File: config.mk
export PLATFORM = sky130hd
export DESIGN_NAME = pwm_capture
export DESIGN_NICKNAME = d
export VERILOG_FILES = /design/src/rtl/pwm_capture.sv
export SDC_FILE = /design/constraint.sdc
export NUM_CORES = 1
export LEC_CHECK = 0
export ABC_AREA = 0
export BUFFER_PORTS_ARGS = -buffer_cell sky130_fd_sc_hd__buf_2
export CAP_MARGIN = 0
export CORE_ASPECT_RATIO = 0.6
export CORE_MARGIN = 4
export CORE_UTILIZATION = 25
export CTS_CLUSTER_SIZE = 16
export DETAILED_ROUTE_END_ITERATION = 12
export GPL_ROUTABILITY_DRIVEN = 0
export MAX_ROUTING_LAYER = met4
export PLACE_DENSITY = 0.45
export REMOVE_ABC_BUFFERS = 1
export SYNTH_ARGS = -nofsm -noshare
export SYNTH_HDL_FRONTEND = slang
export SYNTH_SLANG_ARGS = --single-unit
File: constraint.sdc
create_clock -name clk -period 2.5 [get_ports clk]
set_input_delay 0.5 -clock clk [delete_from_list [all_inputs] [get_ports clk]]
set_output_delay 0.5 -clock clk [all_outputs]
set_load 0.02 [all_outputs]
File: src/rtl/pwm_capture.sv
`default_nettype none
// ============================================================================
//  Module      : pwm_capture
//  Description : Measures the high time (duty) and rising-edge-to-rising-edge
//                time (period) of an asynchronous PWM input, in clk cycles.
//                A watchdog flags a static input when no rising edge has been
//                seen for TIMEOUT clocks.
//  Ports       : clk     - single clock, all state on its rising edge
//                reset   - synchronous, active-high reset
//                pwm_in  - PWM input, asynchronous to clk
//                duty    - clocks pwm_in was high in the last measured period
//                period  - clocks between the last two rising edges
//                valid   - one-cycle pulse marking a duty/period update
//                timeout - level, high while the input is static
//  Revision    : 1.0 - initial release
// ============================================================================
module pwm_capture #(
    parameter int PERIOD_BITS = 7,
    parameter int TIMEOUT     = 256,
    localparam int CNT_W      = PERIOD_BITS + 2
) (
    input  logic             clk,
    input  logic             reset,
    input  logic             pwm_in,
    output logic [CNT_W-1:0] duty,
    output logic [CNT_W-1:0] period,
    output logic             valid,
    output logic             timeout
);

    // FSM encoding
    localparam logic [1:0] ST_WAIT_EDGE = 2'd0;
    localparam logic [1:0] ST_MEASURE   = 2'd1;
    localparam logic [1:0] ST_TIMED_OUT = 2'd2;

    // TIMEOUT must stay below 2**CNT_W, so the counters can never wrap
    // before the watchdog fires.
    localparam logic [CNT_W-1:0] C_TIMEOUT_CNT = CNT_W'(TIMEOUT);
    localparam logic [CNT_W-1:0] C_ONE         = CNT_W'(1);

    logic             r_s1;
    logic             r_s2;
    logic             r_s3;
    logic [1:0]       r_state;
    logic [CNT_W-1:0] r_period_cnt;
    logic [CNT_W-1:0] r_high_cnt;
    logic [CNT_W-1:0] r_duty;
    logic [CNT_W-1:0] r_period;
    logic             r_valid;
    logic             r_timeout;

    logic             w_rise;
    logic             w_expired;

    // r_s1/r_s2 form the synchronizer; r_s3 only exists for edge detection.
    assign w_rise    = r_s2 & ~r_s3;
    // A rise in the same cycle always takes priority over the watchdog.
    assign w_expired = (r_period_cnt == C_TIMEOUT_CNT) & ~w_rise;

    always_ff @(posedge clk) begin
        if (reset) begin
            r_s1         <= 1'b0;
            r_s2         <= 1'b0;
            r_s3         <= 1'b0;
            r_state      <= ST_WAIT_EDGE;
            r_period_cnt <= '0;
            r_high_cnt   <= '0;
            r_duty       <= '0;
            r_period     <= '0;
            r_valid      <= 1'b0;
            r_timeout    <= 1'b0;
        end else begin
            r_s1    <= pwm_in;
            r_s2    <= r_s1;
            r_s3    <= r_s2;
            r_valid <= 1'b0;

            case (r_state)
                ST_WAIT_EDGE: begin
                    if (w_rise) begin
                        // First edge only opens a measurement window.
                        r_state      <= ST_MEASURE;
                        r_period_cnt <= C_ONE;
                        r_high_cnt   <= C_ONE;
                    end else if (w_expired) begin
                        r_state   <= ST_TIMED_OUT;
                        r_timeout <= 1'b1;
                        r_period  <= '0;
                        r_duty    <= r_s2 ? '1 : '0;
                        r_valid   <= 1'b1;
                    end else begin
                        r_period_cnt <= r_period_cnt + C_ONE;
                    end
                end

                ST_MEASURE: begin
                    if (w_rise) begin
                        // The rise cycle itself counts as the first high
                        // clock of the next period, hence the reload to 1.
                        r_duty       <= r_high_cnt;
                        r_period     <= r_period_cnt;
                        r_valid      <= 1'b1;
                        r_period_cnt <= C_ONE;
                        r_high_cnt   <= C_ONE;
                    end else if (w_expired) begin
                        r_state   <= ST_TIMED_OUT;
                        r_timeout <= 1'b1;
                        r_period  <= '0;
                        r_duty    <= r_s2 ? '1 : '0;
                        r_valid   <= 1'b1;
                    end else begin
                        r_period_cnt <= r_period_cnt + C_ONE;
                        if (r_s2) begin
                            r_high_cnt <= r_high_cnt + C_ONE;
                        end
                    end
                end

                ST_TIMED_OUT: begin
                    // Outputs frozen; only a new edge restarts measuring.
                    if (w_rise) begin
                        r_state      <= ST_MEASURE;
                        r_timeout    <= 1'b0;
                        r_period_cnt <= C_ONE;
                        r_high_cnt   <= C_ONE;
                    end
                end

                default: begin
                    r_state <= ST_WAIT_EDGE;
                end
            endcase
        end
    end

    assign duty    = r_duty;
    assign period  = r_period;
    assign valid   = r_valid;
    assign timeout = r_timeout;

endmodule
`default_nettype wire
# Word-level counts from Yosys, hierarchy flattened
# Index checks and enable logic that the tools add are counted.
[op_classes] add_sub_neg=2 eq_ne=12 muxes=30 n_bitwise=4 reduce_logical=11
[ops] operator="9-bit two-way mux" count=13
[ops] operator="9-bit one-hot mux with 2 select lines" count=4
[ops] operator="9-bit by 1-bit adder with 9-bit output (second input constant)" count=2
[ops] operator="9-bit equality test (second input constant)" count=1
[ops] operator="3-bit inequality test (second input constant)" count=3
[ops] operator="2-bit two-way mux" count=4
[ops] operator="2-bit inequality test (second input constant)" count=4
[ops] operator="4-bit AND reduction" count=2
[ops] operator="1-bit two-way mux" count=6
[ops] operator="2-bit one-hot mux with 3 select lines" count=1
[ops] operator="2-bit nonzero test" count=3
[ops] operator="2-bit by 1-bit inequality test with 1-bit output (second input constant)" count=2
[ops] operator="1-bit one-hot mux with 2 select lines" count=2
[ops] operator="2-bit AND reduction" count=2
[ops] operator="2-bit OR reduction" count=2
[ops] operator="3-bit AND reduction" count=1
[ops] operator="1-bit AND" count=2
[ops] operator="2-bit by 1-bit equality test with 1-bit output (second input constant)" count=1
[ops] operator="2-bit equality test (second input constant)" count=1
[ops] operator="2-bit logical NOT" count=1
[ops] operator="1-bit inverter" count=2
[word_totals] register_bits=43 in_bits=3 out_inout_bits=20 wordCells=69

# Logic depth before layout (Yosys ltp)
[depth] word_depth=7 mapped_depth=7 depth_no_buf=6

# Least setup slack after synthesis
# OpenSTA, ideal clock, no wires.
[synth_timing] kind="reg-to-reg" from="reg r_period_cnt[0]" to="reg r_duty[0] (netlist: duty[0])" setup_time_ps=69 arrival_ps=1913 t_required_ps=2431 setup_slack_ps=518 stages_incl_launch_ff=8 n_path_buf=1 synth_period_minus_slack_ps=1982 path_cell_list="dfxtp_1 inv_1 ha_1 or4bb_1 or4_1 buf_2 a21boi_0 o2bb2ai_2"
[synth_via] elab_chain_len=5 word_cells_on_any_way=6 cone_classes="eq/ne (1); mux (4); bitwise (1)"
[synth_lines] element="start, declared" line="45" source="logic [CNT_W-1:0] r_period_cnt;"
[synth_lines] element="start signal, assigned" line="92" source="r_period_cnt <= r_period_cnt + C_ONE;"
[synth_lines] element="start signal, assigned" line="112" source="r_period_cnt <= r_period_cnt + C_ONE;"
[synth_lines] element="9-bit equality test (*)" line="58" source="assign w_expired = (r_period_cnt == C_TIMEOUT_CNT) & ~w_rise;"
[synth_lines] element="1-bit AND (*)" line="58"
[synth_lines] element="9-bit two-way mux (*)"
[synth_lines] element="9-bit two-way mux (on tied branches)"
[synth_lines] element="9-bit one-hot mux with 2 select lines (*)"
[synth_lines] element="end signal, assigned" line="89" source="r_duty <= r_s2 ? '1 : '0;"
[synth_lines] element="end signal, assigned" line="100" source="r_duty <= r_high_cnt;"
[synth_lines] element="end signal, assigned" line="109" source="r_duty <= r_s2 ? '1 : '0;"
[synth_lines] element="end, declared" line="47" source="logic [CNT_W-1:0] r_duty;"
# Every way passes the cells marked *; elsewhere a longest branch is shown, timed or not. The select of a mux whose other input is x is not followed.
# A chain may end at the register's enable or synchronous reset.

# Worst setup path after layout
[layout_timing] from="reg r_period_cnt[0]" to="reg r_duty[7] (netlist: duty[7])"
# The elaborated chain is that of the path after synthesis.

==> results.toml <==
[power]
seq_power_share_pct = 50.7
ir_drop_uv = 210
powerDensity_mw_per_mm2 = 615
p_clk_share_pct = 44.7
combPwrFrac_pct = 4.5
p_leak_uw = 0.000857
swShare_pct = 21.8
switchingPower_uw = 304
internal-power_uw = 1090

[sta]
hold_violations = 0
worst_slew_pin_slew_ns = 0.571
period_minus_slack_ns = 2.14
clock_skew_ns = 0.00583
rsz0062_at_grt = "no"
holdWs_ns = 0.425
setup_violations = 0
maxSlewViolCount = 0
slew_headroom_pct = 62.0
setup_tns_ns = 0
fmax_ghz = 0.466
setup_slack_ns = 0.356
period_share_pct = 85.8

[clocking]
clock-sinks = 43
tritoncts = "yes"
clock_latency_ns = 0.28
postCtsResizedCells = 0
ctsLongestPathBuffers = 2
cts-root-buf = "clkbuf_16"
cts_hold_buf = 0
numCtsBuffers = 5
clk_pin_slew_ns = 0.06
post_cts.repair.setup_buffers = 0
htreeDepth = 2

[placed_design]
io_buffers = 22
place_ws_ns = 0.361
hpwl_um = 3170
dp_cells = 320

[routing]
drc = 0
drt_wl_total_um = 4360
drtPass1Iterations = 4
wire_per_inst_um = 13.3
ant_nets = 0
via_count = 1457
drtIter0Drc = 83
vias_per_cell = 4.44

[grt]
grt_max_degree = 15
grt_pass1_wl_um = 7420
grt_usage_pct = 10.9
antenna_found_initial = 0
grt_pass1_vias = 1365
gr-total-overflow = 0

[synthesis]
synth.most_common_cell = "dfxtp_1"
synth-edff-count = 0
ys.flop_type = "dfxtp_1"
syn-cell-area_mm2 = 0.00187
synthArstFlopShare_pct = 0
ys_types = 42
synth_seq_cells = 43
synth_top_area_share_pct = 46.1
synthTopCellsByArea = "dfxtp_1, a22o_1, a21boi_0"
netlist_instances = 195
ys_top_cells_by_count = "dfxtp_1, nand2_1, nor2_1"
ys_seq_area_share_pct = 46.1
avgSynthCellArea_um2 = 9.58
yosys_warnings = 0
yosysTopAreaCell = "dfxtp_1"

[worst_setup_path]
critPathMaxFanout = 9
r2r_cells = 6
crit_arrival_ns = 2.36
criticalPathCategory = "reg -> reg"
end_kind = "flip-flop"
cp.required_ns = 2.71
start_kind = "flip-flop"

[final_layout]
area_growth_pct = 21.0
final_cells = 328
drive_gt1_share_pct = 19.2
antennaDiodeCount = 0
n_fill_cell = 791
finalNetCount = 229

[floorplan]
fp.dieH_um = 75.0
die_width_um = 120
fp.coreArea_mm2 = 0.00727
die_area_mm2 = 0.00896
pin_count = 23
rows = 24
initial_core_util_pct = 25.7

[job]
max_cap_violations = 0

[worst_hold_path]
worstHoldPathType = "in -> reg"
min_path_cells = 2

[run_status]
status = "finished, final reports clean"
-- per-stage QoR --
stage	instance area, um^2	util (%)	total power [uW]
2_1_floorplan	1820	-	755
3_3_place_gp	2120	29.2	785
3_5_place_dp	2120	29.2	784
4_1_cts	2260	31.1	1410
5_1_grt	2260	31.1	1450
6_report	2260	31.1	1390
-- kinds of logic (layout without fill, tap and decap cells) --
group	Yosys count	after routing	share of synthesized area, %
compound gates	57	57	23.6
xor+xnor	7	7	3.28
fa+ha+maj	3	3	2.01
buf+inv	16	45	3.82
flops	43	43	46.1
mux	6	6	3.28
simple gates	63	63	18.0
-- power by group through the flow --
stage	Clock [uW]	Sequential [uW]	Combinational, uW
final	622	706	62.9
after global routing	672	707	73.0
after CTS	643	706	63.6
after detailed placement	0	721	63.4
after global placement	0	721	64.2
after floorplan	0	719	36.6
-- worst max-delay path: stages (launching register included) --
cell and delay, ns:
dfxtp_1 0.36, inv_1 0.07, ha_1 0.15, or4bb_1 0.49, or4_1 0.64, a21boi_0 0.20, o2bb2ai_1 0.17
-- path summary, 6_finish.rpt --
check	startpoint	endpoint	slack, ns
max	r_period_cnt[0]	duty[7]	0.36
min	pwm_in	r_s1	0.43
max reg2reg	r_period_cnt[0]	duty[7]	0.36
min reg2reg	r_s1	r_s2	0.43
-- registers in the layout, indices dropped and copies added (netlist names) --
register,count
duty,9
period,9
r_high_cnt,9
r_period_cnt,9
r_state,2
r_s1,1
r_s2,1
r_s3,1
timeout,1
valid,1
-- layout make-up --
type	count	area [um^2]	share of cell area [%]
clock buffer	7	133	5.87
clock inverter	1	5.00	0.221
inverter	7	26.3	1.16
multi-input combinational	136	936	41.4
sequential	43	861	38.1
tap	104	130	5.76
timing repair buffer	30	170	7.53
-- layout by cell type (no fill, tap or decap), drive strengths merged, types with 2 or more instances in the layout --
cell,count
a21o,2
nand2,15
nand4,3
nand2b,6
buf,30
o21ai,2
a22o,9
o2bb2ai,9
dfxtp,43
nor2b,3
nand3,9
a21boi,10
mux2i,5
a21oi,8
inv,7
nor2,14
a311oi,2
or4,2
nor3,2
ha,3
clkbuf,7
nand3b,2
xnor2,7
a211oi,9
-- per-layer routing --
metal	vias to the layer above	track usage (%)	wire, um
li1	775	-	-
met1	650	17.4	2690
met2	28	12.8	1450
met3	4	2.03	162
met4	0	4.19	51
met5	-	-	0
Note: power is estimated with default switching activity, not from simulation.
